### src/rtl/scan_decoder_if.sv
// scan_decoder_if: control/status bundle for scan_decoder.
//   master: drives en, mode, start, abort, in, last, dwell;
//           observes out, idx, busy, done.
//   slave : the decoder side (mirror of master).
// SEL_W   select width, out is 2**SEL_W bits wide.
// DWELL_W width of the per-step dwell count.
interface scan_decoder_if #(
  parameter int unsigned SEL_W   = 6,
  parameter int unsigned DWELL_W = 4
);
  logic                  en;
  logic                  mode;
  logic                  start;
  logic                  abort;
  logic [SEL_W-1:0]      in;
  logic [SEL_W-1:0]      last;
  logic [DWELL_W-1:0]    dwell;
  logic [(2**SEL_W)-1:0] out;
  logic [SEL_W-1:0]      idx;
  logic                  busy;
  logic                  done;

  modport master (
    output en, mode, start, abort, in, last, dwell,
    input  out, idx, busy, done
  );

  modport slave (
    input  en, mode, start, abort, in, last, dwell,
    output out, idx, busy, done
  );
endinterface

### src/rtl/scan_decoder.sv
// scan_decoder: registered binary-to-one-hot decoder with a scan sequencer.
//   clk    rising-edge clock
//   rst_n  asynchronous active-low reset
//   bus    scan_decoder_if.slave
//     en     output enable / scan-advance enable
//     mode   0 = direct decode, 1 = scan (sampled in IDLE)
//     start  scan launch (IDLE, mode=1 only)
//     abort  terminate scan, no done
//     in     direct select / scan start index
//     last   scan end index (latched at start)
//     dwell  cycles per step minus 1 (latched at start)
//     out    registered one-hot select or zero
//     idx    current index register
//     busy   high while scanning
//     done   one-cycle pulse on scan completion
module scan_decoder #(
  parameter int unsigned SEL_W   = 6,
  parameter int unsigned DWELL_W = 4
) (
  input  logic             clk,
  input  logic             rst_n,
  scan_decoder_if.slave    bus
);

  localparam int unsigned N = 2**SEL_W;

  typedef enum logic {
    IDLE,
    SCAN
  } state_t;

  state_t               state_q, state_d;
  logic [SEL_W-1:0]     idx_q, idx_d;
  logic [SEL_W-1:0]     last_q, last_d;
  logic [DWELL_W-1:0]   dwell_q, dwell_d;
  logic [DWELL_W-1:0]   cnt_q, cnt_d;
  logic [N-1:0]         out_q, out_d;
  logic                 done_q, done_d;
  logic [SEL_W-1:0]     idx_inc;

  function automatic logic [N-1:0] onehot(input logic [SEL_W-1:0] s);
    logic [N-1:0] r;
    r    = '0;
    r[s] = 1'b1;
    return r;
  endfunction

  // Natural SEL_W-bit overflow gives the wrap from 2**SEL_W-1 to 0.
  assign idx_inc = idx_q + 1'b1;

  always_ff @(posedge clk or negedge rst_n) begin
    if (!rst_n) begin
      state_q <= IDLE;
      idx_q   <= '0;
      last_q  <= '0;
      dwell_q <= '0;
      cnt_q   <= '0;
      out_q   <= '0;
      done_q  <= 1'b0;
    end else begin
      state_q <= state_d;
      idx_q   <= idx_d;
      last_q  <= last_d;
      dwell_q <= dwell_d;
      cnt_q   <= cnt_d;
      out_q   <= out_d;
      done_q  <= done_d;
    end
  end

  always_comb begin
    state_d = state_q;
    idx_d   = idx_q;
    last_d  = last_q;
    dwell_d = dwell_q;
    cnt_d   = cnt_q;
    out_d   = '0;
    done_d  = 1'b0;

    unique case (state_q)
      IDLE: begin
        if (!bus.mode) begin
          idx_d = bus.in;
          out_d = bus.en ? onehot(bus.in) : '0;
        end else if (bus.start) begin
          idx_d   = bus.in;
          last_d  = bus.last;
          dwell_d = bus.dwell;
          cnt_d   = bus.dwell;
          state_d = SCAN;
          out_d   = bus.en ? onehot(bus.in) : '0;
        end
      end
      SCAN: begin
        // Priority order matters: abort beats pause beats the final step.
        if (bus.abort) begin
          state_d = IDLE;
        end else if (!bus.en) begin
          out_d = '0;
        end else if (cnt_q != '0) begin
          cnt_d = cnt_q - 1'b1;
          out_d = onehot(idx_q);
        end else if (idx_q == last_q) begin
          state_d = IDLE;
          done_d  = 1'b1;
        end else begin
          idx_d = idx_inc;
          cnt_d = dwell_q;
          out_d = onehot(idx_inc);
        end
      end
      default: state_d = IDLE;
    endcase
  end

  assign bus.out  = out_q;
  assign bus.idx  = idx_q;
  assign bus.busy = (state_q == SCAN);
  assign bus.done = done_q;

endmodule

### src/flat_wrapper.sv
// flat-port wrapper written by rule: the top's interface ports become plain ports
module scan_decoder_flat 
#(
  parameter int unsigned SEL_W   = 6,
  parameter int unsigned DWELL_W = 4
)
  (clk, rst_n, bus_en, bus_mode, bus_start, bus_abort, bus_in, bus_last, bus_dwell, bus_out, bus_idx, bus_busy, bus_done);
  scan_decoder_if #(.SEL_W(SEL_W), .DWELL_W(DWELL_W)) bus_i ();
  input  logic clk;
  input  logic rst_n;
  input wire logic [$bits(bus_i.en)-1:0] bus_en;
  input wire logic [$bits(bus_i.mode)-1:0] bus_mode;
  input wire logic [$bits(bus_i.start)-1:0] bus_start;
  input wire logic [$bits(bus_i.abort)-1:0] bus_abort;
  input wire logic [$bits(bus_i.in)-1:0] bus_in;
  input wire logic [$bits(bus_i.last)-1:0] bus_last;
  input wire logic [$bits(bus_i.dwell)-1:0] bus_dwell;
  output wire logic [$bits(bus_i.out)-1:0] bus_out;
  output wire logic [$bits(bus_i.idx)-1:0] bus_idx;
  output wire logic [$bits(bus_i.busy)-1:0] bus_busy;
  output wire logic [$bits(bus_i.done)-1:0] bus_done;
  assign bus_i.en = bus_en;
  assign bus_i.mode = bus_mode;
  assign bus_i.start = bus_start;
  assign bus_i.abort = bus_abort;
  assign bus_i.in = bus_in;
  assign bus_i.last = bus_last;
  assign bus_i.dwell = bus_dwell;
  assign bus_out = bus_i.out;
  assign bus_idx = bus_i.idx;
  assign bus_busy = bus_i.busy;
  assign bus_done = bus_i.done;
  scan_decoder #(.SEL_W(SEL_W), .DWELL_W(DWELL_W)) u_core (.clk(clk), .rst_n(rst_n), .bus(bus_i));
endmodule
### config.mk
export PLATFORM = sky130hd
export DESIGN_NAME = scan_decoder_flat
export DESIGN_NICKNAME = d
export VERILOG_FILES = /design/src/rtl/scan_decoder_if.sv /design/src/rtl/scan_decoder.sv /design/src/flat_wrapper.sv
export SDC_FILE = /design/constraint.sdc
export NUM_CORES = 1
export LEC_CHECK = 0
export CAP_MARGIN = 20
export CORE_ASPECT_RATIO = 0.75
export CORE_MARGIN = 2
export CORE_UTILIZATION = 45
export DETAILED_ROUTE_END_ITERATION = 10
export PLACE_DENSITY = 0.71
export SYNTH_ARGS = -nofsm -noshare
export SYNTH_HDL_FRONTEND = slang
export SYNTH_SLANG_ARGS = --single-unit
### constraint.sdc
create_clock -name clk -period 2.1 [get_ports clk]
set_input_delay 0.42 -clock clk [delete_from_list [all_inputs] [get_ports clk]]
set_output_delay 0.42 -clock clk [all_outputs]
set_load 0.02 [all_outputs]
==> results of run 1 <==
-- registers in the layout, summed over array words and instances, names as in the netlist --
signal	flops
u_core.bus.busy	1
u_core.bus.out	64
u_core.last_q	6
u_core.dwell_q	4
u_core.bus.idx	6
u_core.cnt_q	4
u_core.bus.done	1
-- through the flow --
stage                     util (%)  total power [uW]  instance area [um2]  hold slack (ns)
after floorplan                  -              3050                 4600            0.124
after global placement        62.9              3810                 6170            0.424
after detailed placement      62.9              3840                 6170            0.435
after CTS                     66.5              5530                 6530           0.0640
after global routing          68.2              5920                 6690           0.0892
final                         68.2              5710                 6690           0.0468
-- cell families after synthesis --
| family | share of synthesized area (%) |
|---|---|
| compound gates | 25.1 |
| simple gates | 21.7 |
| fa+ha+maj | 0.544 |
| xor+xnor | 1.50 |
| flops | 46.8 |
| mux | 0.489 |
| buf+inv | 3.86 |
-- Yosys cell counts, types with 2 or more instances --
cell type,n,share of area (%)
nor4_1,4,0.54
nor2b_1,3,0.41
inv_1,3,0.24
nor3b_1,5,0.82
clkbuf_1,14,1.1
o31ai_1,18,2.9
a31oi_1,3,0.41
o41ai_1,2,0.38
o221ai_1,8,1.5
and3_1,7,0.95
xor2_1,6,1.1
nor3_1,12,1.3
buf_1,3,0.24
nor2_1,31,2.5
a21oi_1,8,0.87
o22a_1,2,0.38
o211ai_1,4,0.65
or2_2,2,0.27
nand2_2,2,0.27
buf_4,4,0.65
nand3b_1,6,0.98
mux2_2,2,0.49
a211oi_1,3,0.49
buf_6,2,0.49
nand2_1,65,5.3
nand3_1,12,1.3
a22oi_1,59,9.6
o22ai_1,3,0.41
ha_1,2,0.54
and2_1,4,0.54
nor2_2,2,0.27
and3b_1,3,0.57
nor3_2,3,0.65
o21ai_0,44,4.8
buf_2,9,0.98
nand2b_1,9,1.2
dfrtp_1,86,47
nor3b_2,3,0.82
-- path summary, 6_finish.rpt --
kind	endpoint	slack (ns)	depth (start not counted)
max	u_core.bus.out[57]$_DFF_PN0_	0.02	8
min	u_core.bus.idx[3]$_DFFE_PN0P_	0.05	1
max reg2reg	u_core.bus.out[57]$_DFF_PN0_	0.02	8
min reg2reg	u_core.dwell_q[2]$_DFFE_PN0P_	0.49	2
max in group asynchronous	u_core.bus.out[16]$_DFF_PN0_	1.43	2
min in group clk	u_core.dwell_q[2]$_DFFE_PN0P_	0.49	2
-- where the power goes --
group / switching (uW) / internal, uW / total (uW)
Clock: 691 / 926 / 1620
Combinational: 1390 / 852 / 2250
Sequential: 86.1 / 1770 / 1850
-- per-layer routing --
| metal | wire (um) | global-route usage (%) |
|---|---|---|
| met1 | 7010 | 43.5 |
| met3 | 1820 | 7.04 |
| met2 | 6980 | 42.3 |
| met4 | 282 | 9.21 |
| met5 | 0 | 0 |
-- repair_timing --
action                     CTS  global route
resized for setup           11            44
pin swaps                    0             5
setup buffers                0             3
setup endpoints to repair   24            65
-- critical path, cell delays in order (launching register included) --
cell	delay, ns
dfrtp_1	0.39
inv_1	0.08
ha_2	0.21
or3b_4	0.41
buf_12	0.16
nor3_4	0.21
nand2_2	0.16
o41ai_2	0.25
buf_4	0.16
-- cell type report --
class                      count  area, um2
timing repair buffer         178       1610
fill                         758       3120
tap                          132        165
multi-input combinational    361       2450
clock buffer                   9        225
inverter                       3       11.3
clock inverter                 7       73.8
sequential                    86       2150
==> impl_results.md, run 1 <==
* Syn Nets at 507
* IR drop worst, VDD at 1.22 mV
* Crit end category: flip-flop
* Initial antenna violation count at 0
* Unrepaired setup endpoints after global routing: yes
* Placed Cells at 757
* Clock skew at 0.0101 ns
* DRC Markers at 0
* Power density cells at 854 nW/um2
* Starting density of the core at 46.9%
* Slew HR at 22.9%
* Die footprint at 11100 um2
* Iter 0 DRT Violations at 683
* Clk root buf: clkbuf_16
* Area grow syn2layout at 45.4%
* Reg clk slew, reported paths at 0.07 ns
* Number of synthesized flops with an enable pin at 0
* CTS Buf Count at 9
* CP Class: reg2reg
* N_diodes at 0
* Die extent in y at 91.6 um
* Most frequent cells in the layout: clkdlybuf4s50_1 (91), dfrtp_1 (86), buf_4 (81)
* # IOs at 94
* Clk sink count at 86
* Yosys reg bits at 86
* Core outline area at 9810 um2
* Routed WL per cell at 20.7 um
* First-pass GRT wire length at 24700 um
* Gr usage total at 29.4%
* Count of cell types in the netlist at 63
* Max Root-Sink Buffers at 2
* Post-detail-place hpwl at 11700 um
* H-tree depth at 3
* Ys flop type: dfrtp_1
* Max-slew violations at 0
* Slew @ Worst Pin at 1.15 ns
* Peak fanout along the critical path at 6
* Pre-antenna DRT Iters at 6
* Post-route minimum period at 2.08 ns
* Required time worst endpoint at 2.39 ns
* Vias in the first global route at 4493
* RR Startpoint: u_core.cnt_q[0]$_DFFE_PN0P_
* Seq/Total Area, Yosys at 46.8%
* Final cell count without fillers at 776
* X dimension of the die at 121 um
* Pin count of the biggest net entering global routing at 46
* Mapped Avg Cell Area at 9.53 um2
* Asr flop ratio synth at 100%
* Total wire length at 16100 um
* Critical Path Source Type: flip-flop
* Clk_lat worst skew at 0.35 ns
* Period utilization at 99.2%
* CTS tree: yes
* Max capacitance violation total at 0
* Yosys warning count at 0
* Cells after Synth at 483
* Worst hold path type: in2async
* CP Launch Point: u_core.cnt_q[0]$_DFFE_PN0P_
* Fmax at 480 MHz
* Final hold violations at 0
* Commonest non-fill, non-tap cell in the layout: clkdlybuf4s50_1
* Outcome: finished clean
* # hold bufs at CTS at 0
* Remaining global-route overflow at 0
* Total leakage power at 0.00277 uW
* Detail-routed via count per cell at 6.18
* Setup_tns at 0 ns
* Share of layout cells above drive strength 1 at 23.9%
* Row count at 31
* Pre-CTS WS at -0.262 ns
* Final GP Congestion at 0.951
* Net count, final at 663
* Final WS setup at 0.0173 ns
* Port Buffers at 93
* Final antenna-violating net count at 0
* Mapped cell area at 4600 um2
* Setup Viol. Count Final at 0
* Critical Path AT at 2.37 ns
* Via count at 4793
(Power assumes the default switching activity.)
==> run 2: changes to the inputs <==
- SLEW_MARGIN: default -> 5
==> results of run 2 <==
Final layout, timing and power as in run 1 (identical DEF).
